## src/rtl/riscv_pkg.sv

```systemverilog
// Shared core-wide constants and the prefetch queue entry layout.
package riscv_pkg;

    localparam int XLEN        = 32;
    localparam int INSTR_BYTES = 4;
    localparam logic [XLEN-1:0] RESET_PC_DEFAULT = '0;

    typedef struct packed {
        logic [XLEN-1:0] pc;
        logic [XLEN-1:0] instr;
    } ifq_entry_t;

endpackage

```

## src/rtl/ifq_fifo.sv

```systemverilog
// Synchronous FIFO with flush; the head entry is held in a register so the
// read side is flop-driven and keeps its last value when the FIFO empties.
module ifq_fifo
    import riscv_pkg::*;
#(
    parameter int WIDTH = 2 * XLEN,
    parameter int DEPTH = 4
) (
    input  logic                     clk,
    input  logic                     rst_n,
    input  logic                     flush,
    input  logic                     wr_en,
    input  logic [WIDTH-1:0]         wr_data,
    input  logic                     rd_en,
    output logic [WIDTH-1:0]         rd_data,
    output logic [$clog2(DEPTH):0]   count,
    output logic                     full,
    output logic                     empty
);

    localparam int AW = $clog2(DEPTH);
    localparam logic [AW:0] PTR_ONE = (AW+1)'(1);

    logic [WIDTH-1:0] mem [DEPTH];
    logic [AW:0]      wr_ptr, rd_ptr, wr_ptr_nxt, rd_ptr_nxt;
    logic [WIDTH-1:0] head_nxt;
    logic             pop;

    assign count = wr_ptr - rd_ptr;
    assign empty = (count == '0);
    assign full  = (count == (AW+1)'(DEPTH));
    assign pop   = rd_en && !empty && !flush;

    always_comb begin
        wr_ptr_nxt = wr_ptr;
        rd_ptr_nxt = rd_ptr;
        head_nxt   = rd_data;
        if (flush) begin
            wr_ptr_nxt = '0;
            rd_ptr_nxt = '0;
        end else begin
            if (wr_en) wr_ptr_nxt = wr_ptr + PTR_ONE;
            if (pop)   rd_ptr_nxt = rd_ptr + PTR_ONE;
            // the next head is either the entry written right now or one already stored
            if (rd_ptr_nxt == wr_ptr) begin
                if (wr_en) head_nxt = wr_data;
            end else begin
                head_nxt = mem[rd_ptr_nxt[AW-1:0]];
            end
        end
    end

    always_ff @(posedge clk or negedge rst_n) begin
        if (!rst_n) begin
            wr_ptr  <= '0;
            rd_ptr  <= '0;
            rd_data <= '0;
        end else begin
            wr_ptr  <= wr_ptr_nxt;
            rd_ptr  <= rd_ptr_nxt;
            rd_data <= head_nxt;
        end
    end

    always_ff @(posedge clk) begin
        if (wr_en && !flush) mem[wr_ptr[AW-1:0]] <= wr_data;
    end

endmodule

```

## src/rtl/ifetch_queue.sv

```systemverilog
// Instruction prefetch queue: issues sequential fetches under a credit limit,
// buffers in-order responses with their PCs and squashes stale ones on redirect.
module ifetch_queue
    import riscv_pkg::*;
#(
    parameter int              DEPTH           = 4,
    parameter int              MAX_OUTSTANDING = 2,
    parameter logic [XLEN-1:0] RESET_PC        = RESET_PC_DEFAULT
) (
    input  logic            clk,
    input  logic            rst,
    input  logic            redirect_valid,
    input  logic [XLEN-1:0] redirect_pc,
    output logic            req_valid,
    input  logic            req_ready,
    output logic [XLEN-1:0] req_addr,
    input  logic            rsp_valid,
    input  logic [XLEN-1:0] rsp_data,
    output logic            instr_valid,
    input  logic            instr_ready,
    output logic [XLEN-1:0] instr,
    output logic [XLEN-1:0] instr_pc
);

    localparam int CW = $clog2(MAX_OUTSTANDING + 1);
    localparam int AW = $clog2(DEPTH);
    localparam logic [XLEN-1:0] PC_STEP = XLEN'(INSTR_BYTES);

    logic [XLEN-1:0] fetch_pc, rsp_pc, redirect_target;
    logic [CW-1:0]   inflight, drop;
    logic [AW:0]     fifo_count;
    logic            fifo_full, fifo_empty;
    logic [31:0]     credit_used;
    logic            req_fire, rsp_live;
    logic            unused_pc_bits;
    ifq_entry_t      wr_entry, head;

    assign redirect_target = {redirect_pc[XLEN-1:2], 2'b00};
    assign unused_pc_bits  = ^redirect_pc[1:0];

    // Slots already promised: stored entries plus responses that will still land.
    assign credit_used = 32'(fifo_count) + 32'(inflight) - 32'(drop);

    assign req_valid = rst && !redirect_valid
                    && (32'(inflight) < 32'(MAX_OUTSTANDING))
                    && (credit_used < 32'(DEPTH));
    assign req_addr  = fetch_pc;
    assign req_fire  = req_valid && req_ready;
    assign rsp_live  = rsp_valid && !redirect_valid && (drop == '0);

    assign wr_entry.pc    = rsp_pc;
    assign wr_entry.instr = rsp_data;

    always_ff @(posedge clk or negedge rst) begin
        if (!rst) begin
            fetch_pc <= RESET_PC;
            rsp_pc   <= RESET_PC;
            inflight <= '0;
            drop     <= '0;
        end else begin
            inflight <= inflight + CW'(req_fire) - CW'(rsp_valid);
            if (redirect_valid) begin
                fetch_pc <= redirect_target;
                rsp_pc   <= redirect_target;
                drop     <= inflight - CW'(rsp_valid);
            end else begin
                if (req_fire) fetch_pc <= fetch_pc + PC_STEP;
                if (rsp_live) rsp_pc   <= rsp_pc + PC_STEP;
                if (rsp_valid && (drop != '0)) drop <= drop - CW'(1);
            end
        end
    end

    ifq_fifo #(
        .WIDTH ($bits(ifq_entry_t)),
        .DEPTH (DEPTH)
    ) u_fifo (
        .clk     (clk),
        .rst_n   (rst),
        .flush   (redirect_valid),
        .wr_en   (rsp_live),
        .wr_data (wr_entry),
        .rd_en   (instr_ready),
        .rd_data (head),
        .count   (fifo_count),
        .full    (fifo_full),
        .empty   (fifo_empty)
    );

    assign instr_valid = !fifo_empty;
    assign instr       = head.instr;
    assign instr_pc    = head.pc;

    a_no_overflow: assert property (@(posedge clk) disable iff (!rst)
        !(rsp_live && fifo_full && !instr_ready));
    a_inflight_cap: assert property (@(posedge clk) disable iff (!rst)
        32'(inflight) <= 32'(MAX_OUTSTANDING));

endmodule

```

## config.mk

```make
export PLATFORM = sky130hd
export DESIGN_NAME = ifetch_queue
export DESIGN_NICKNAME = d
export VERILOG_FILES = /design/src/rtl/riscv_pkg.sv /design/src/rtl/ifq_fifo.sv /design/src/rtl/ifetch_queue.sv
export SDC_FILE = /design/constraint.sdc
export NUM_CORES = 1
export LEC_CHECK = 0
export CAP_MARGIN = 20
export CORE_ASPECT_RATIO = 0.9
export CORE_MARGIN = 2
export CORE_UTILIZATION = 45
export CTS_CLUSTER_DIAMETER = 100
export DETAILED_ROUTE_END_ITERATION = 12
export PLACE_DENSITY = 0.65
export SYNTH_ARGS = -nofsm -noshare
export SYNTH_HDL_FRONTEND = slang
export SYNTH_SLANG_ARGS = --single-unit
```

## constraint.sdc

```tcl
create_clock -name clk -period 4.8 [get_ports clk]
set_clock_uncertainty 0.2 [all_clocks]
set_input_delay 0.96 -clock clk [delete_from_list [all_inputs] [get_ports clk]]
set_output_delay 0.96 -clock clk [all_outputs]
set_load 0.02 [all_outputs]
```

==> results of run 1 <==
-- placed cells by master, fill, tap and decap left out, types with 4 or more instances in the layout --
master	Yosys	layout
ha_1	14	11
mux4_2	124	124
clkbuf_16	0	43
o21ai_0	30	30
and3_1	18	14
and3_2	0	4
clkbuf_8	0	5
o211ai_1	5	5
nor3_1	8	8
and4_1	5	5
clkinv_2	0	10
conb_1	1	4
xnor2_1	38	38
bufinv_16	0	5
edfxtp_1	248	248
nand4_1	18	18
nand2_1	50	50
clkbuf_1	38	6
a21oi_1	7	6
mux2_2	85	85
or3_1	5	5
xor2_1	24	24
buf_12	0	5
buf_4	5	27
and2_1	4	4
nor2_1	25	24
dfrtp_1	132	130
nand3_1	31	31
inv_1	17	16
o32a_1	62	62
clkdlybuf4s50_1	0	158
o21a_1	62	62
-- critical path: stages, from the launching register on --
cell and delay [ns]:
dfrtp_4 0.49, ha_4 0.17, fa_1 0.53, fa_1 0.58, inv_2 0.05, ha_4 0.20
and3b_2 0.22, nor2_2 0.12, xnor2_1 0.12, a21oi_1 0.10, nor4b_2 0.23, buf_4 0.16
buf_6 0.11
-- stage by stage --
step	setup slack [ns]	util	setup TNS (ns)	total power, W	hold WS [ns]
global route	-0.113	0.552	-0.113	0.0139	0.0667
finish	0.0268	0.552	0	0.0133	0.0691
floorplan	0.399	-	0	0.00820	0.310
global placement	0.0899	0.515	0	0.00994	0.272
CTS	-0.0857	0.550	-0.0857	0.0133	0.0494
detailed placement	0.123	0.515	0	0.0100	0.279
-- repair_timing --
| item | 4_1_cts | 5_1_grt |
|---|---|---|
| endpoints found under the setup margin | 1 | 26 |
| hold buffers | 0 | 0 |
| gates resized for setup | 5 | 9 |
| pin swaps | 1 | 6 |
-- kinds of logic (layout without fill, tap and decap cells) --
kind of cell / count (synthesis) / after routing
buffers and inverters: 97 / 287
other: 1 / 4
adder cells (fa/ha/maj): 16 / 16
multiplexers: 212 / 212
XOR/XNOR: 63 / 63
flip-flops: 380 / 380
AND/OR/NAND/NOR: 181 / 181
AO/OA/AOI/OAI: 180 / 180
-- state kept, by name, indices dropped and copies added (netlist names) --
register,cells
u_fifo.rd_ptr,3
inflight,2
u_fifo.rd_data,62
drop,2
u_fifo.wr_ptr,3
u_fifo.mem,248
rsp_pc,30
req_addr,30
-- layout make-up --
type | count | area, um2
multi-input cells | 656 | 7030
clock inverters | 22 | 243
clock buffers | 54 | 1170
inverters | 17 | 63.8
well taps | 532 | 666
repair buffers | 194 | 1950
flip-flops and latches | 380 | 10800
fillers | 3146 | 17800
-- per-layer routing --
layer  wire (um)  vias up
met2       21100      260
met5           0        -
li1            -     4871
met3        1870       53
met1       19600     5835
met4         771        0
-- path summary, 6_finish.rpt --
| check | start | end | slack [ns] |
|---|---|---|---|
| setup / recovery | u_fifo.rd_ptr[0]$_DFF_PN0_ | req_valid | 0.03 |
| hold / removal | rst | drop[0]$_DFFE_PN0P_ | 0.07 |
| setup reg to reg | u_fifo.rd_ptr[0]$_DFF_PN0_ | req_addr[23]$_DFFE_PN0P_ | 0.47 |
| hold reg to reg | u_fifo.rd_data[8]$_DFFE_PN0P_ | u_fifo.rd_data[8]$_DFFE_PN0P_ | 0.29 |
| max in group asynchronous | rst | rsp_pc[20]$_DFFE_PN0N_ | 3.10 |
| min in group clk | u_fifo.rd_data[8]$_DFFE_PN0P_ | u_fifo.rd_data[8]$_DFFE_PN0P_ | 0.29 |
-- power by group through the flow --
stage / Combinational [W] / Sequential [W] / Clock (W)
final: 0.00566 / 0.00432 / 0.00327
after global routing: 0.00610 / 0.00438 / 0.00347
after CTS: 0.00566 / 0.00432 / 0.00335
after detailed placement: 0.00563 / 0.00438 / 0
after global placement: 0.00557 / 0.00437 / 0
after floorplan: 0.00356 / 0.00465 / 0
==> results.md, run 1 <==
- Status: completed
- Fin crit share: 0.994
- Relative slew slack: 0.302
- Critical path fanouts, max: 4
- Unrepaired setup endpoints after global routing: yes
- GRT met2 Usage: 0.337
- Sw Pwr: 0.00443 W
- Crit Path Class: reg -> out
- Placed insts: 1778
- Post-Synth XOR/XNOR Area: 0.0314
- Reg clk slew, reported paths: 0.06 ns
- Clk buf depth: 3
- Worst r2r path cells: 12
- Final setup viols: 0
- Nature of the critical path endpoint: output port
- Worst-Margin Slew: 1.05 ns
- Clock sinks: 380
- GRT overflow: 0
- Port bufs: 161
- Mapped Cells: 1130
- Seq/Total Area, Yosys: 0.594
- Routed WL: 43400 um
- Clock latency on the worst-skew pair: 0.54 ns
- Int Power: 0.00882 W
- Mapped Area: 0.0181 mm2
- First-pass GRT wire length: 67700 um
- Syn Area/Cell: 16.0 um2
- Initial core utilization: 0.457
- Comb power frac: 0.427
- Die ar.: 0.0419 mm2
- Layout cells sized above 1: 0.251
- Post-synth top area share: 0.411
- Pin count of the biggest net entering global routing: 73
- Die H: 194 um
- Hold Violations, Final: 0
- Root Buffer: clkbuf_16
- Cell Area, Placed: 0.0204 mm2
- Minimum clock period: 4.77 ns
- Clock network power share: 0.247
- Setup Buffers After CTS: 0
- Post-route DRC: 0
- Compound-Gate Fraction of Synth Area: 0.0790
- Vias in the first global route: 11500
- Fin area: 0.0219 mm2
- Routed Antenna Nets: 0
- Top post-synthesis cells by count: 248 x edfxtp_1, 132 x dfrtp_1, 124 x mux4_2
- DR WL/cell: 23.4 um
- Routability cong.: 0.774
- HP Class: in -> async
- Achievable Freq: 210 MHz
- Asr flop ratio synth: 0.347
- Ant diodes: 0
- CTS buffer count: 41
- Detailed-route via count: 11000
- Nets@finish: 1376
- Post-synth EDFFs: 248
- Power Density: 606 mW/mm2
- Worst EP required: 3.64 ns
- Synth area leaders: edfxtp_1 41%, dfrtp_1 18%, mux4_2 15%
- Placeable Area: 0.0396 mm2
- Synth warn: 0
- Synthesized flop and latch total: 380
- CTS tree: built
- Lkg Pwr: 7.31 nW
- Final HPWL DP: 26200 um
- Global-route total usage across every layer: 0.208
- Cell taking the most area after synthesis: edfxtp_1
- Reg power frac: 0.326
- P&R area growth vs syn: 20.8%
- Slew Limit Fails: 0
- Site Rows: 69
- Mux share of post-synthesis cell area: 0.209
- Ys flop type: edfxtp_1
- Top Ports: 168
- Grt peak-use layer: met2
- Initial antenna violation count: 0
- Met1 usage: 0.298
- Vias per cell: 5.94
- Worst setup SP type: register
- Detailed Route Iter0 Violations: 785
- Final non-filler cell total: 1855
- Adder-cell share of the synthesized area: 0.0119
- Simple-gate share of the synthesized area: 0.0524
- Worst VDD drop: 0.609 mV
- Detailed Routing Iterations Pass 1: 7
- Switching Share: 0.334
- Htree depth: 2
- Critical Path AT: 3.61 ns
- Unique masters post-synth: 51
- Max Cap Viol: 0
- Die width: 215 um
- Cell with the most instances after synthesis: edfxtp_1
- M3 GR Usage: 0.0335
- Main combinational cell family by area after synthesis: multiplexers
Note: power is estimated with default switching activity, not from simulation.
==> inputs of run 2 (changes only) <==
==> constraint.sdc (replaced) <==
create_clock -name clk -period 4.45 [get_ports clk]
set_clock_uncertainty 0.2 [all_clocks]
set_input_delay 0.89 -clock clk [delete_from_list [all_inputs] [get_ports clk]]
set_output_delay 0.89 -clock clk [all_outputs]
set_load 0.02 [all_outputs]
==> run 2 against run 1 <==
The run now ends with setup timing left; critical path type unchanged; sequential power up 7.9%; final area is 0.62% higher; global-route usage is 0.077 points higher; final cell count grew 0.59%; combinational power rose by 11%; register-to-register slack worse by 0.36 ns; first-iteration DRC count up 15%; largest power group unchanged; core utilization increased by 0.34 points; setup slack got worse by 0.15 ns; wire length is 0.54% lower.
==> results.md, run 2 (synthesized netlist as in run 1, its figures left out) <==
- Filler cell count: 3154
- Initial antenna violation count: 0
- Crit Path Class: reg -> out
- Relative slew slack: 0.294
- Unrepaired setup endpoints after global routing: yes
- Hold-fix buffers at CTS: 0
- Commonest non-fill, non-tap cell in the layout: edfxtp_1
- Achievable Freq: 219 MHz
- Port bufs: 161
- Global-route total usage across every layer: 0.209
- Worst setup SP type: register
- Ant diodes: 0
- Worst r2r path cells: 15
- Hold Violations, Final: 0
- Worst EP required: 3.36 ns
- Site Rows: 69
- DR WL/cell: 23.2 um
- Routed WL: 43200 um
- Hold WS: 0.158 ns
- Die ar.: 0.0419 mm2
- Reg clk slew, reported paths: 0.06 ns
- Layout cells sized above 1: 0.259
- Vias per cell: 5.95
- Worst VDD drop: 0.485 mV
- Htree depth: 2
- Total power draw: 0.0144 W
- PnR worst setup slack: -0.119 ns
- Critical Path AT: 3.48 ns
- Placeable Area: 0.0396 mm2
- Max Cap Viol: 0
- Worst r2r src: u_fifo.rd_ptr[0]$_DFF_PN0_
- Status: finished, violations left
- Fin crit share: 1.03
- Final setup viols: 1
- P&R area growth vs syn: 21.5%
- Final HPWL DP: 26200 um
- Minimum clock period: 4.57 ns
- Final setup TNS: -0.119 ns
- Pre-CTS WS: -0.192 ns
- Violated checks: setup timing
- Post-route DRC: 0
- Clock sinks: 380
- Routed Antenna Nets: 0
- Top Ports: 168
- Detailed-route via count: 11100
- Clock latency on the worst-skew pair: 0.54 ns
- Detailed Route Iter0 Violations: 904
- Lkg Pwr: 7.34 nW
- GRT overflow: 0
- Critical path fanouts, max: 3
- Die H: 194 um
- CTS buffer count: 42
- R2r endpoint: req_addr[20]$_DFFE_PN0P_
- Worst-Margin Slew: 1.06 ns
- Die width: 215 um
- Vias in the first global route: 11500
- Pin count of the biggest net entering global routing: 83
- Fin area: 0.0220 mm2
- HP Class: in -> async
- Power Density: 652 mW/mm2
- Most frequent cells in the layout: 248 x edfxtp_1, 158 x clkdlybuf4s50_1, 130 x dfrtp_1, 124 x mux4_2, 85 x mux2_2
- First-pass GRT wire length: 67700 um
- Detailed Routing Iterations Pass 1: 5
- Max reg flops: 248
- R2R Setup Slk: 0.11 ns
- CTS tree: built
- Routability cong.: 0.768
- Clk buf depth: 3
- Nature of the critical path endpoint: output port
- Slew Limit Fails: 0
- Cell Area, Placed: 0.0205 mm2
- Initial core utilization: 0.457
- Nets@finish: 1386
- Root Buffer: clkbuf_16
-- run 2: routing by layer --
metal	global-route usage	share of wire
met1	0.294	0.44
met2	0.343	0.49
met3	0.0333	0.051
met4	0.0519	0.017
met5	0	0
-- run 2: worst max-delay path by stage --
stage	startpoint	end	slack (ns)
6_report	u_fifo.rd_ptr[0]$_DFF_PN0_	req_valid	-0.12
4_1_cts	u_fifo.rd_ptr[0]$_DFF_PN0_	req_valid	-0.36
5_1_grt	u_fifo.rd_ptr[0]$_DFF_PN0_	req_valid	-0.24
2_1_floorplan	u_fifo.wr_ptr[0]$_DFFE_PN0N_	req_valid	0.12
3_5_place_dp	u_fifo.rd_ptr[0]$_DFF_PN0_	req_valid	-0.19
3_3_place_gp	u_fifo.rd_ptr[0]$_DFF_PN0_	req_valid	-0.19
-- run 2: what timing repair did --
item	4_1_cts	5_1_grt
gates resized for setup	11	13
endpoints found under the setup margin	1	17
gates cloned	0	1
pin swaps	3	8
buffers inserted	1	3
-- run 2: through the flow --
step | std cells | utilization
2_1_floorplan | 1133 | -
3_3_place_gp | 1782 | 0.517
3_5_place_dp | 1782 | 0.517
4_1_cts | 1861 | 0.552
5_1_grt | 1866 | 0.555
6_report | 1866 | 0.555
-- run 2: layout make-up --
cell class,count,area [um2],area share
Clock buffer,62,1250,0.0569
Timing Repair Buffer,203,2070,0.0942
Clock inverter,16,119,0.00540
Tap cell,532,666,0.0302
Inverter,17,63.8,0.00290
Multi-Input combinational cell,656,7080,0.322
Sequential cell,380,10800,0.489
-- run 2: power by group --
group / switching (W) / internal, W
combinational: 0.00308 / 0.00320
clock: 0.00140 / 0.00201
sequential: 0.000356 / 0.00430
total: 0.00484 / 0.00952
-- run 2: worst max-delay path, cell delays in order, from the launching register on --
cell,delay [ns]
dfrtp_4,0.48
ha_4,0.16
fa_2,0.44
fa_1,0.56
inv_2,0.04
ha_4,0.25
and3b_2,0.23
nor2_4,0.05
xnor2_2,0.16
a21oi_2,0.07
nor4b_2,0.21
buf_4,0.16
buf_6,0.11
